===== src/rtl/dm_arb_pkg.sv =====
// dm_arbiter shared types: FSM states, grant encoding, counter width.
package dm_arb_pkg;

  typedef enum logic [1:0] {
    S_IDLE,
    S_ACCESS,
    S_RESP
  } state_t;

  localparam logic GNT_PIPE = 1'b0;
  localparam logic GNT_LOAD = 1'b1;

  localparam int CNT_W = 4;

endpackage


===== src/rtl/dm_arb_select.sv =====
// Grant decision between pipeline and loader, with loader
// anti-starvation counter.
module dm_arb_select
  import dm_arb_pkg::*;
#(
  parameter int STARVE_LIMIT = 4
) (
  input  logic clk,
  input  logic rst_n,
  input  logic p_req,
  input  logic l_req,
  input  logic grant_strobe,
  output logic gnt
);

  localparam logic [CNT_W-1:0] LIMIT = CNT_W'(STARVE_LIMIT);

  logic [CNT_W-1:0] starve_cnt;
  logic             l_win;

  // Pipeline has priority until the loader has waited LIMIT grants.
  assign l_win = l_req && (!p_req || starve_cnt == LIMIT);
  assign gnt   = l_win ? GNT_LOAD : GNT_PIPE;

  always_ff @(posedge clk or negedge rst_n) begin
    if (!rst_n) begin
      starve_cnt <= '0;
    end else if (grant_strobe) begin
      if (gnt == GNT_LOAD || !l_req) begin
        starve_cnt <= '0;
      end else if (starve_cnt != LIMIT) begin
        starve_cnt <= starve_cnt + 1'b1;
      end
    end
  end

endmodule


===== src/rtl/dm_arbiter.sv =====
// Single-port data memory sequencer: arbitrates pipeline and loader,
// inserts wait states, and stalls the pipeline while its access runs.
module dm_arbiter
  import dm_arb_pkg::*;
#(
  parameter int WAIT_STATES  = 1,
  parameter int STARVE_LIMIT = 4
) (
  input  logic        clk,
  input  logic        rst_n,
  input  logic        p_req,
  input  logic        p_we,
  input  logic [31:0] p_addr,
  input  logic [31:0] p_wdata,
  output logic [31:0] p_rdata,
  output logic        p_stall,
  input  logic        l_req,
  input  logic        l_we,
  input  logic [31:0] l_addr,
  input  logic [31:0] l_wdata,
  output logic [31:0] l_rdata,
  output logic        l_ack,
  output logic [31:0] dm_addr,
  output logic [31:0] dm_wdata,
  output logic        dm_read,
  output logic        dm_write,
  input  logic [31:0] dm_rdata
);

  state_t           state;
  logic             gnt;
  logic             gnt_q;
  logic             we_q;
  logic             strobe;
  logic [CNT_W-1:0] wait_cnt;

  assign strobe = (state == S_IDLE) && (p_req || l_req);

  dm_arb_select #(
    .STARVE_LIMIT(STARVE_LIMIT)
  ) u_select (
    .clk         (clk),
    .rst_n       (rst_n),
    .p_req       (p_req),
    .l_req       (l_req),
    .grant_strobe(strobe),
    .gnt         (gnt)
  );

  assign p_stall = p_req &&
    !(state == S_RESP && gnt_q == GNT_PIPE);

  always_ff @(posedge clk or negedge rst_n) begin
    if (!rst_n) begin
      state    <= S_IDLE;
      gnt_q    <= GNT_PIPE;
      we_q     <= 1'b0;
      wait_cnt <= '0;
      dm_addr  <= '0;
      dm_wdata <= '0;
      dm_read  <= 1'b0;
      dm_write <= 1'b0;
      p_rdata  <= '0;
      l_rdata  <= '0;
      l_ack    <= 1'b0;
    end else begin
      l_ack <= 1'b0;
      unique case (state)
        S_IDLE: begin
          if (strobe) begin
            state    <= S_ACCESS;
            gnt_q    <= gnt;
            wait_cnt <= CNT_W'(WAIT_STATES);
            if (gnt == GNT_LOAD) begin
              we_q     <= l_we;
              dm_addr  <= l_addr;
              dm_wdata <= l_wdata;
              dm_read  <= !l_we;
              dm_write <= l_we;
            end else begin
              we_q     <= p_we;
              dm_addr  <= p_addr;
              dm_wdata <= p_wdata;
              dm_read  <= !p_we;
              dm_write <= p_we;
            end
          end
        end
        S_ACCESS: begin
          if (wait_cnt == '0) begin
            state    <= S_RESP;
            dm_read  <= 1'b0;
            dm_write <= 1'b0;
            l_ack    <= (gnt_q == GNT_LOAD);
            if (!we_q) begin
              if (gnt_q == GNT_LOAD) l_rdata <= dm_rdata;
              else                   p_rdata <= dm_rdata;
            end
          end else begin
            wait_cnt <= wait_cnt - 1'b1;
          end
        end
        S_RESP: state <= S_IDLE;
        default: state <= S_IDLE;
      endcase
    end
  end

endmodule


===== config.mk =====
export PLATFORM = sky130hd
export DESIGN_NAME = dm_arbiter
export DESIGN_NICKNAME = d
export VERILOG_FILES = /design/src/rtl/dm_arb_pkg.sv /design/src/rtl/dm_arb_select.sv /design/src/rtl/dm_arbiter.sv
export SDC_FILE = /design/constraint.sdc
export NUM_CORES = 1
export LEC_CHECK = 0
export BUFFER_PORTS_ARGS = -buffer_cell sky130_fd_sc_hd__buf_2
export CORE_MARGIN = 1
export CORE_UTILIZATION = 25
export DETAILED_ROUTE_END_ITERATION = 10
export GPL_TIMING_DRIVEN = 1
export PLACE_DENSITY = 0.54
export SYNTH_ARGS = -nofsm -noshare
export SYNTH_HDL_FRONTEND = slang
export SYNTH_HIERARCHICAL = 1
export SYNTH_SLANG_ARGS = --single-unit

===== constraint.sdc =====
create_clock -name clk -period 3.4 [get_ports clk]
set_input_delay 0.34 -clock clk [delete_from_list [all_inputs] [get_ports clk]]
set_output_delay 0.34 -clock clk [all_outputs]
set_load 0.005 [all_outputs]

* Yosys cells after proc, flatten, opt, wreduce, memory -nomap -nowiden
Cells that the tools add are included.
** Cells by class
- $add $sub $neg :: 2
- Multipliers :: 0
- Divide/modulo/power cells :: 0
- Magnitude comparators :: 0
- Equal/unequal tests :: 7
- Shift-type cells :: 0
- Multiplexer cells :: 20
- Bitwise gates (word level) :: 2
- Reductions and logical operators :: 23
** Operator list (number)
- two-way mux 32 bit :: 2
- two-way mux 4 bit :: 4
- two-way mux 1 bit :: 8
- one-hot mux 4 bit (2 select lines) :: 1
- AND reduction 4 bit :: 2
- inequality test 2 bit (second input constant) :: 3
- AND reduction 2 bit :: 3
- AND reduction 3 bit :: 2
- zero test 1 bit :: 5
- adder 4 x 1 -> 4 bit (second input constant) :: 1
- equality test 4 x 3 -> 1 bit (second input constant) :: 1
- logical AND 1 bit :: 4
- zero test 4 bit :: 1
- two-way mux 2 bit :: 2
- inequality test 4 x 3 -> 1 bit (second input constant) :: 1
- one-hot mux 1 bit (2 select lines) :: 2
- one-hot mux 2 bit (2 select lines) :: 1
- nonzero test 2 bit :: 2
- subtractor 4 x 1 -> 4 bit (second input constant) :: 1
- logical OR 1 bit :: 3
- equality test 2 x 1 -> 1 bit (second input constant) :: 1
- equality test 2 bit (second input constant) :: 1
- zero test 2 bit :: 1
- inverter 1 bit :: 2
** Word-level totals
- Bits in registers :: 143
- Bits in latches :: 0
- Memory bits (writable) :: 0
- Memory bits (read-only) :: 0
- Input port bits :: 166
- Logic and storage cells :: 66
- Memories :: 0

* Logic depth before layout (Yosys ltp)
Gate-level depths: netlist of run 1.
- Word-level depth :: 7
- Depth in mapped cells :: 9

* Hierarchy
The synthesis of run 1 kept the hierarchy.
** By module, submodules not included
- dm_arbiter :: times used 1, cells each 474, area an instance 5943.2 um^2, seq. area each 3478.3 um^2
- dm_arb_select :: times used 1, cells each 23, area an instance 240.2 um^2, seq. area each 100.1 um^2

* Worst setup path before layout of run 1
OpenSTA, ideal clock, no wires.
- Kind :: register to register
- Start point :: register wait_cnt[0]
- End point :: register p_rdata[0]
- Arrival time :: 1831 ps
- Setup slack :: 1444 ps
- Stages on the path, launching flop included :: 7
- Path through :: dfrtp_1 > inv_1 > ha_1 > or3b_4 > nor4_4 > buf_6 > mux2_2
** Between the ends
- Word-level cells in the longest chain between the ends :: 2
** RTL lines
- start, declared :: line dm_arbiter.sv:35 : logic [CNT_W-1:0] wait_cnt;
- start signal, assigned :: line dm_arbiter.sv:73 : wait_cnt <= CNT_W'(WAIT_STATES);
- start signal, assigned :: line dm_arbiter.sv:100 : wait_cnt <= wait_cnt - 1'b1;
- zero test 4 bit :: line dm_arbiter.sv:90 : if (wait_cnt == '0) begin
- AND reduction 4 bit (no line)
- end signal, assigned :: line dm_arbiter.sv:97 : else p_rdata <= dm_rdata;
- end, declared :: line dm_arbiter.sv:15 : output logic [31:0] p_rdata,
Every way passes these cells.
A chain may end at the register's enable or synchronous reset.

* Final worst setup path of run 1
- Start point :: register wait_cnt[0]
- End point :: register p_rdata[31]
The elaborated chain is that of the path after synthesis.

==> results of run 1 <==
==> power breakdown <==
| group | internal [W] | switching, W | leakage (nW) |
|---|---|---|---|
| combinational | 0.00129 | 0.00133 | 2.12 |
| sequential | 0.00252 | 0.000424 | 1.67 |
| clock | 0.00118 | 0.000748 | 0.279 |
==> critical path: cells and delay by family, from the launching register on <==
kind	cells	cell delay, ns
DFF	1	0.39
and+or+nand+nor	2	0.55
adders and majority gates	1	0.18
buffers and inverters	2	0.53
muxes	1	0.39
==> state kept, by name, summed over array words and instances (netlist names) <==
| name | flops |
|---|---|
| wait_cnt | 4 |
| dm_addr | 32 |
| dm_write | 1 |
| gnt_q | 1 |
| dm_read | 1 |
| we_q | 1 |
| l_ack | 1 |
| state | 2 |
| p_rdata | 32 |
| dm_wdata | 32 |
| l_rdata | 32 |
| u_select/starve_cnt | 4 |
==> kinds of logic (layout without fill, tap and decap cells) <==
logic type      count (synthesis)  after routing  share of synthesized area
compound gates                146            146                      0.124
xor+xnor                        1              1                    0.00142
fa+ha+maj                       4              4                    0.00809
buf+inv                        46            349                     0.0344
flops                         143            143                      0.579
mux                           132            132                      0.227
simple gates                   25             25                     0.0269
==> layer usage <==
layer	GRT usage	up-vias	wire length [um]
li1	-	2384	-
met1	0.167	2326	7310
met2	0.219	179	8080
met3	0.0375	10	917
met4	0.0389	0	179
met5	0	-	0
==> layout make-up <==
type / count / area [um2]
clock buffer: 20 / 447
clock inverter: 12 / 159
fill: 2438 / 15700
inverter: 10 / 37.5
multi-input combinational: 308 / 2410
sequential: 143 / 3580
tap: 324 / 405
timing repair buffer: 307 / 1600
==> cell usage after synthesis, types with 2 or more instances <==
cell,number
dfrtp_1,143
a21oi_1,131
mux2i_1,67
mux2_2,59
clkbuf_1,17
buf_2,14
inv_1,9
mux2_1,6
ha_1,4
nand2_1,4
nor3_1,4
o21ai_0,4
buf_6,3
a21boi_0,2
and3_1,2
buf_1,2
nand3b_1,2
nor2_1,2
nor2b_1,2
o2bb2ai_1,2
o31ai_1,2
==> metrics by stage <==
stage          hold slack, ns  std cells  cell area, um2   util  setup slack [ns]
6_report                0.156       1124            8630  0.355              1.22
5_1_grt                 0.145       1124            8630  0.355              1.08
4_1_cts                 0.128       1124            8630  0.355              1.21
3_5_place_dp            0.433       1091            8020  0.330              1.21
3_3_place_gp            0.443       1091            8020  0.330              1.26
2_1_floorplan          0.0444        497            6180      -              1.44
==> cells in the final DEF, fill, tap and decap left out, drive strengths merged, types with 3 or more instances in the layout <==
cell	netlist	routed
dfrtp	143	143
clkinvlp	0	5
bufinv	0	3
buf	19	306
a21oi	131	131
nor3	4	4
ha	4	4
clkbuf	17	20
o21ai	4	4
nand2	4	4
inv	10	12
mux2i	67	67
mux2	65	65
==> worst max path at each step <==
stage | from | endpoint | slack (ns) | depth (start not counted)
3_5_place_dp | wait_cnt[0]$_DFFE_PN0P_ | p_rdata[30]$_DFFE_PN0P_ | 1.21 | 6
4_1_cts | wait_cnt[0]$_DFFE_PN0P_ | p_rdata[31]$_DFFE_PN0P_ | 1.21 | 6
6_report | wait_cnt[0]$_DFFE_PN0P_ | p_rdata[31]$_DFFE_PN0P_ | 1.22 | 6
3_3_place_gp | wait_cnt[0]$_DFFE_PN0P_ | p_rdata[30]$_DFFE_PN0P_ | 1.26 | 6
2_1_floorplan | wait_cnt[0]$_DFFE_PN0P_ | p_rdata[0]$_DFFE_PN0P_ | 1.44 | 6
5_1_grt | wait_cnt[0]$_DFFE_PN0P_ | p_rdata[10]$_DFFE_PN0P_ | 1.08 | 6
==> timing repair <==
item / CTS / global route
hold buffers: 1 / 0
endpoints found under the setup margin: 0 / 0
resized for setup: 0 / 0
hold endpoints to repair: 38 / 0
==> metrics.md, run 1 <==
| Metric | Value |
|---|---|
| Die Y | `approximately 160 um` |
| Routed WL | `16.5 mm` |
| Final Setup Violations | `0` |
| Setup slack of the most critical reg-to-reg path | `approximately 1.2 ns` |
| Crit end category | `register` |
| CTS tree | `done` |
| FF-to-FF End | `p_rdata[31]$_DFFE_PN0P_` |
| CTS max path bufs | `2` |
| Critical path launch point type | `register` |
| LEAKAGE | `4.07 nW` |
| # nets final | `957` |
| Via density | `around 4.4` |
| Inserted Clock Buffers | `17` |
| Run status | `completed` |
| Crit Path Max Fanout | `32` |
| Pin count of the biggest net entering global routing | `between 70 and 80` |
| Die width | `159 um` |
| Reg clk slew, reported paths | `0.06 ns` |
| Worst min path class | `in2reg` |
| H-tree depth | `4` |
| Initial antenna violation count | `0` |
| Vias | `4,899` |
| Clk root buf | `clkbuf_16` |
| VDD IR max | `0.000282 V` |
| GRT Resource Usage Total | `0.132` |
| Distinct cell type count of the synthesized netlist | `37` |
| Area leader, netlist | `dfrtp_1` |
| R2R cell count | `6` |
| Critical Path RT | `3.69 ns` |
| Post-Syn Nets | `667` |
| Synthesized area | `0.00618 mm2` |
| Pwr/cell area | `867 mW/mm2` |
| Port buffer count | `297` |
| Clk_lat worst skew | `~0.41 ns` |
| Slew Viols, Final | `0` |
| Starting Density | `0.254` |
| Reg-to-Reg Start | `wait_cnt[0]$_DFFE_PN0P_` |
| Iteration-0 DRC Markers | `218` |
| Synth top area cells | `dfrtp_1, mux2i_1, mux2_2` |
| WP data arrival | `2.47 ns` |
| Drc violations | `0` |
| Synth top area share | `0.579` |
| Warnings from Yosys | `6` |
| Power Total | `~0.0075 W` |
| Setup Fix Bufs, Post-CTS | `0` |
| First-pass GRT wire length | `26.6 mm` |
| Crit-path max cell delay | `0.43 ns` |
| Fmax | `459 MHz` |
| DR WL/cell | `14.7 um` |
| Post-synth EDFFs | `0` |
| Sequential share of the synthesized area | `0.579` |
| Syn_area_per_cell | `12.4 um2` |
| Worst slew pin tran | `a little under 0.8 ns` |
| Fraction of layout cells with a size suffix above 1 | `0.504` |
| Area Overhead vs Synth | `39.6%` |
| Congestion Overflow GR | `0` |
| Final Hold Vio Count | `0` |
| Post-DP HPWL | `11.3 mm` |
| Rel. slew slack | `0.483` |
| Number of antenna diodes | `0` |
| Worst setup path class | `reg2reg` |
| Clock skew | `0.00807 ns` |
| Length of the first detailed-routing pass in iterations | `4` |
| Core region area | `0.0243 mm2` |
| Number of global-route vias before repair | `a little under 5k` |
| IO Count | `around 300` |
| Hold Path Cell Cnt | `2` |
| Die area | `~0.025 mm2` |
| Hold Path Sink | `l_rdata[4]$_DFFE_PN0P_` |
| Final ANT Viol Nets | `0` |
| TritonCTS Sinks | `143` |
| Final Wtd Congestion | `~0.73` |
| Min cycle time layout | `2.18 ns` |
| Max-cap violations | `0` |
| Critical-path top delay cell | `buf_4` |
| Rows | `57` |
| Fin crit share | `0.640` |
| Top_reg_cell synth | `dfrtp_1` |
| Critical-path cell list | `inv_1, ha_1, or3b_4, nor4_4, buf_4, mux2_2` |
| Synth async-reset ratio | `1.00` |
| Hold_sp | `dm_rdata[4]` |
| Cells after Synth | `~500` |
| #FFs+latches synth | `143` |
| Setup_tns | `0 ns` |
| RSZ-0062 raised after global routing | `false` |
(Power assumes the default switching activity.)
==> inputs of run 2 (changes only) <==
- PLACE_DENSITY: 0.54 -> 0.55
- clock period: 3.4 -> 1.9 ns (I/O delays scaled with it)
==> metrics.md, run 2 (same netlist as run 1, synthesis figures left out) <==
| Metric | Value |
|---|---|
| Crit Path Max Fanout | `8` |
| CTS max path bufs | `2` |
| Final Hold Vio Count | `0` |
| Logic pwr share | `0.391` |
| GRT Resource Usage Total | `0.136` |
| Hold_sp | `dm_rdata[23]` |
| M2 GR Usage | `0.239` |
| Worst Setup SP | `wait_cnt[0]$_DFFE_PN0P_` |
| Fin area | `0.00917 mm2` |
| Switching Fraction | `0.336` |
| Final Wtd Congestion | `0.747` |
| Clock skew | `0.00987 ns` |
| Rel. slew slack | `0.473` |
| Final Setup Violations | `0` |
| Fraction of layout cells with a size suffix above 1 | `0.535` |
| First-pass GRT wire length | `27.3 mm` |
| Setup slack of the most critical reg-to-reg path | `between 0.0015 and 0.002 ns` |
| Hold Path Sink | `l_rdata[23]$_DFFE_PN0P_` |
| RSZ-0062 raised after global routing | `true` |
| Worst min path class | `in2reg` |
| Iteration-0 DRC Markers | `257` |
| Reg clk slew, reported paths | `about 0.06 ns` |
| Pwr/cell area | `1510 mW/mm2` |
| Clk root buf | `clkbuf_16` |
| Initial antenna violation count | `2` |
| Met3 Track Usage GR | `0.0461` |
| IO Count | `approximately 300` |
| Length of the first detailed-routing pass in iterations | `4` |
| Final ANT Viol Nets | `0` |
| Worst slew pin tran | `roughly 0.79 ns` |
| FF-to-FF End | `p_rdata[25]$_DFFE_PN0P_` |
| Pin count of the biggest net entering global routing | `68` |
| Clk_lat worst skew | `0.41 ns` |
| Critical Path RT | `2.19 ns` |
| TritonCTS Sinks | `143` |
| Inserted Clock Buffers | `17` |
| Die Y | `around 160 um` |
| Commonest cells after routing, fill and taps aside | `buf_2, dfrtp_1, a21oi_1` |
| Max-cap violations | `0` |
| Routed WL | `about 18 mm` |
| DR WL/cell | `around 16 um` |
| Busiest grt layer | `met2` |
| Slew Viols, Final | `0` |
| WP data arrival | `2.19 ns` |
| Post-DP HPWL | `around 12 mm` |
| Seq pwr share | `0.379` |
| Placed cell area | `0.00826 mm2` |
| R2R cell count | `7` |
| Area Overhead vs Synth | `48.3%` |
| # nets final | `992` |
| Critical path launch point type | `register` |
| Net switching power | `0.00464 W` |
| Placed Instances | `1,112` |
| Run status | `completed` |
| Hold Path Cell Cnt | `2` |
| H-tree depth | `4` |
| Worst setup path class | `reg2reg` |
| Crit end category | `register` |
| VDD IR max | `0.000728 V` |
| Starting Density | `0.254` |
| Met1 GRT Util | `0.160` |
| Power Internal | `0.00916 W` |
| Via density | `4.41` |
| Fin cells | `1,159` |
| Core region area | `approximately 0.024 mm2` |
| Drc violations | `0` |
| Min cycle time layout | `1.90 ns` |
| Rows | `57` |
| Number of global-route vias before repair | `5,164` |
| Reg-to-Reg Start | `wait_cnt[0]$_DFFE_PN0P_` |
| Fmax | `527 MHz` |
| Die width | `159 um` |
| LEAKAGE | `4.33 nW` |
| Clock network fraction of design power | `0.230` |
| Fin crit share | `0.999` |
| Vias | `5,107` |
| Congestion Overflow GR | `0` |
| Port buffer count | `297` |
| Leading cell type in the layout, fill and taps excluded | `buf_2` |
| CTS tree | `done` |
| Die area | `0.0254 mm2` |
-- run 2: cell types whose count changed in the layout (fill, tap and decap cells not counted), sizes merged --
cell         before  now
clkinv            2    3
buf             306  333
clkbuf           20   24
dlygate4sd3       1    5
bufinv            3    1
diode             0    1
inv              12   13
clkinvlp          5    4
-- run 2: layout make-up --
type                    count  area [um2]
diodes                      1        2.50
clock buffers              20         447
clock inverters            11         109
fillers                  2437       15100
inverters                  10        37.5
multi-input cells         308        2560
flip-flops and latches    143        3580
well taps                 324         405
repair buffers            342        2030
-- run 2: timing repair --
action | in CTS | in global routing
endpoints found under the setup margin | 32 | 91
gates cloned | 0 | 5
pin swaps | 0 | 1
hold endpoints to repair | 34 | 0
hold buffers | 5 | 0
gates resized for setup | 1 | 37
buffers inserted | 0 | 5
-- run 2: metrics by stage --
stage | setup TNS, ns | power (W) | hold slack [ns] | utilization | worst slack, ns
2_1_floorplan | -0.635 | 0.00780 | -0.106 | - | -0.0229
3_3_place_gp | 0 | 0.0103 | 0.0991 | 0.340 | 0.0108
3_5_place_dp | -0.657 | 0.0104 | 0.0994 | 0.340 | -0.0342
4_1_cts | -0.826 | 0.0137 | 0.00114 | 0.365 | -0.0363
5_1_grt | -1.83 | 0.0148 | 0.00123 | 0.377 | -0.0733
6_report | 0 | 0.0138 | 0.0255 | 0.377 | 0.00184
-- run 2: how the worst max path moves through the flow --
stage / slack (ns) / end
after floorplan: -0.02 / p_rdata[0]$_DFFE_PN0P_
after global placement: 0.01 / p_rdata[31]$_DFFE_PN0P_
after detailed placement: -0.03 / p_rdata[31]$_DFFE_PN0P_
after CTS: -0.04 / p_rdata[9]$_DFFE_PN0P_
after global routing: -0.07 / p_rdata[23]$_DFFE_PN0P_
final: 0.002 / p_rdata[25]$_DFFE_PN0P_
-- run 2: power by group through the flow --
stage,clock network [W],logic [W],registers [W]
after global placement,0,0.00511,0.00522
after CTS,0.00330,0.00519,0.00523
final,0.00317,0.00540,0.00524
after global routing,0.00345,0.00596,0.00542
after detailed placement,0,0.00518,0.00526
after floorplan,0,0.00241,0.00540
-- run 2: layer usage --
metal / wire length [um] / part of all wire
met3: 1140 / 0.063
met2: 9070 / 0.50
met1: 7720 / 0.43
met4: 133 / 0.0074
met5: 13 / 0.00072
-- run 2: worst max-delay path, stage by stage (launching register included) --
cell	delay, ns
dfrtp_1	0.38
inv_2	0.08
ha_4	0.13
or3b_4	0.39
nor4_4	0.15
buf_6	0.17
buf_8	0.15
mux2_2	0.33
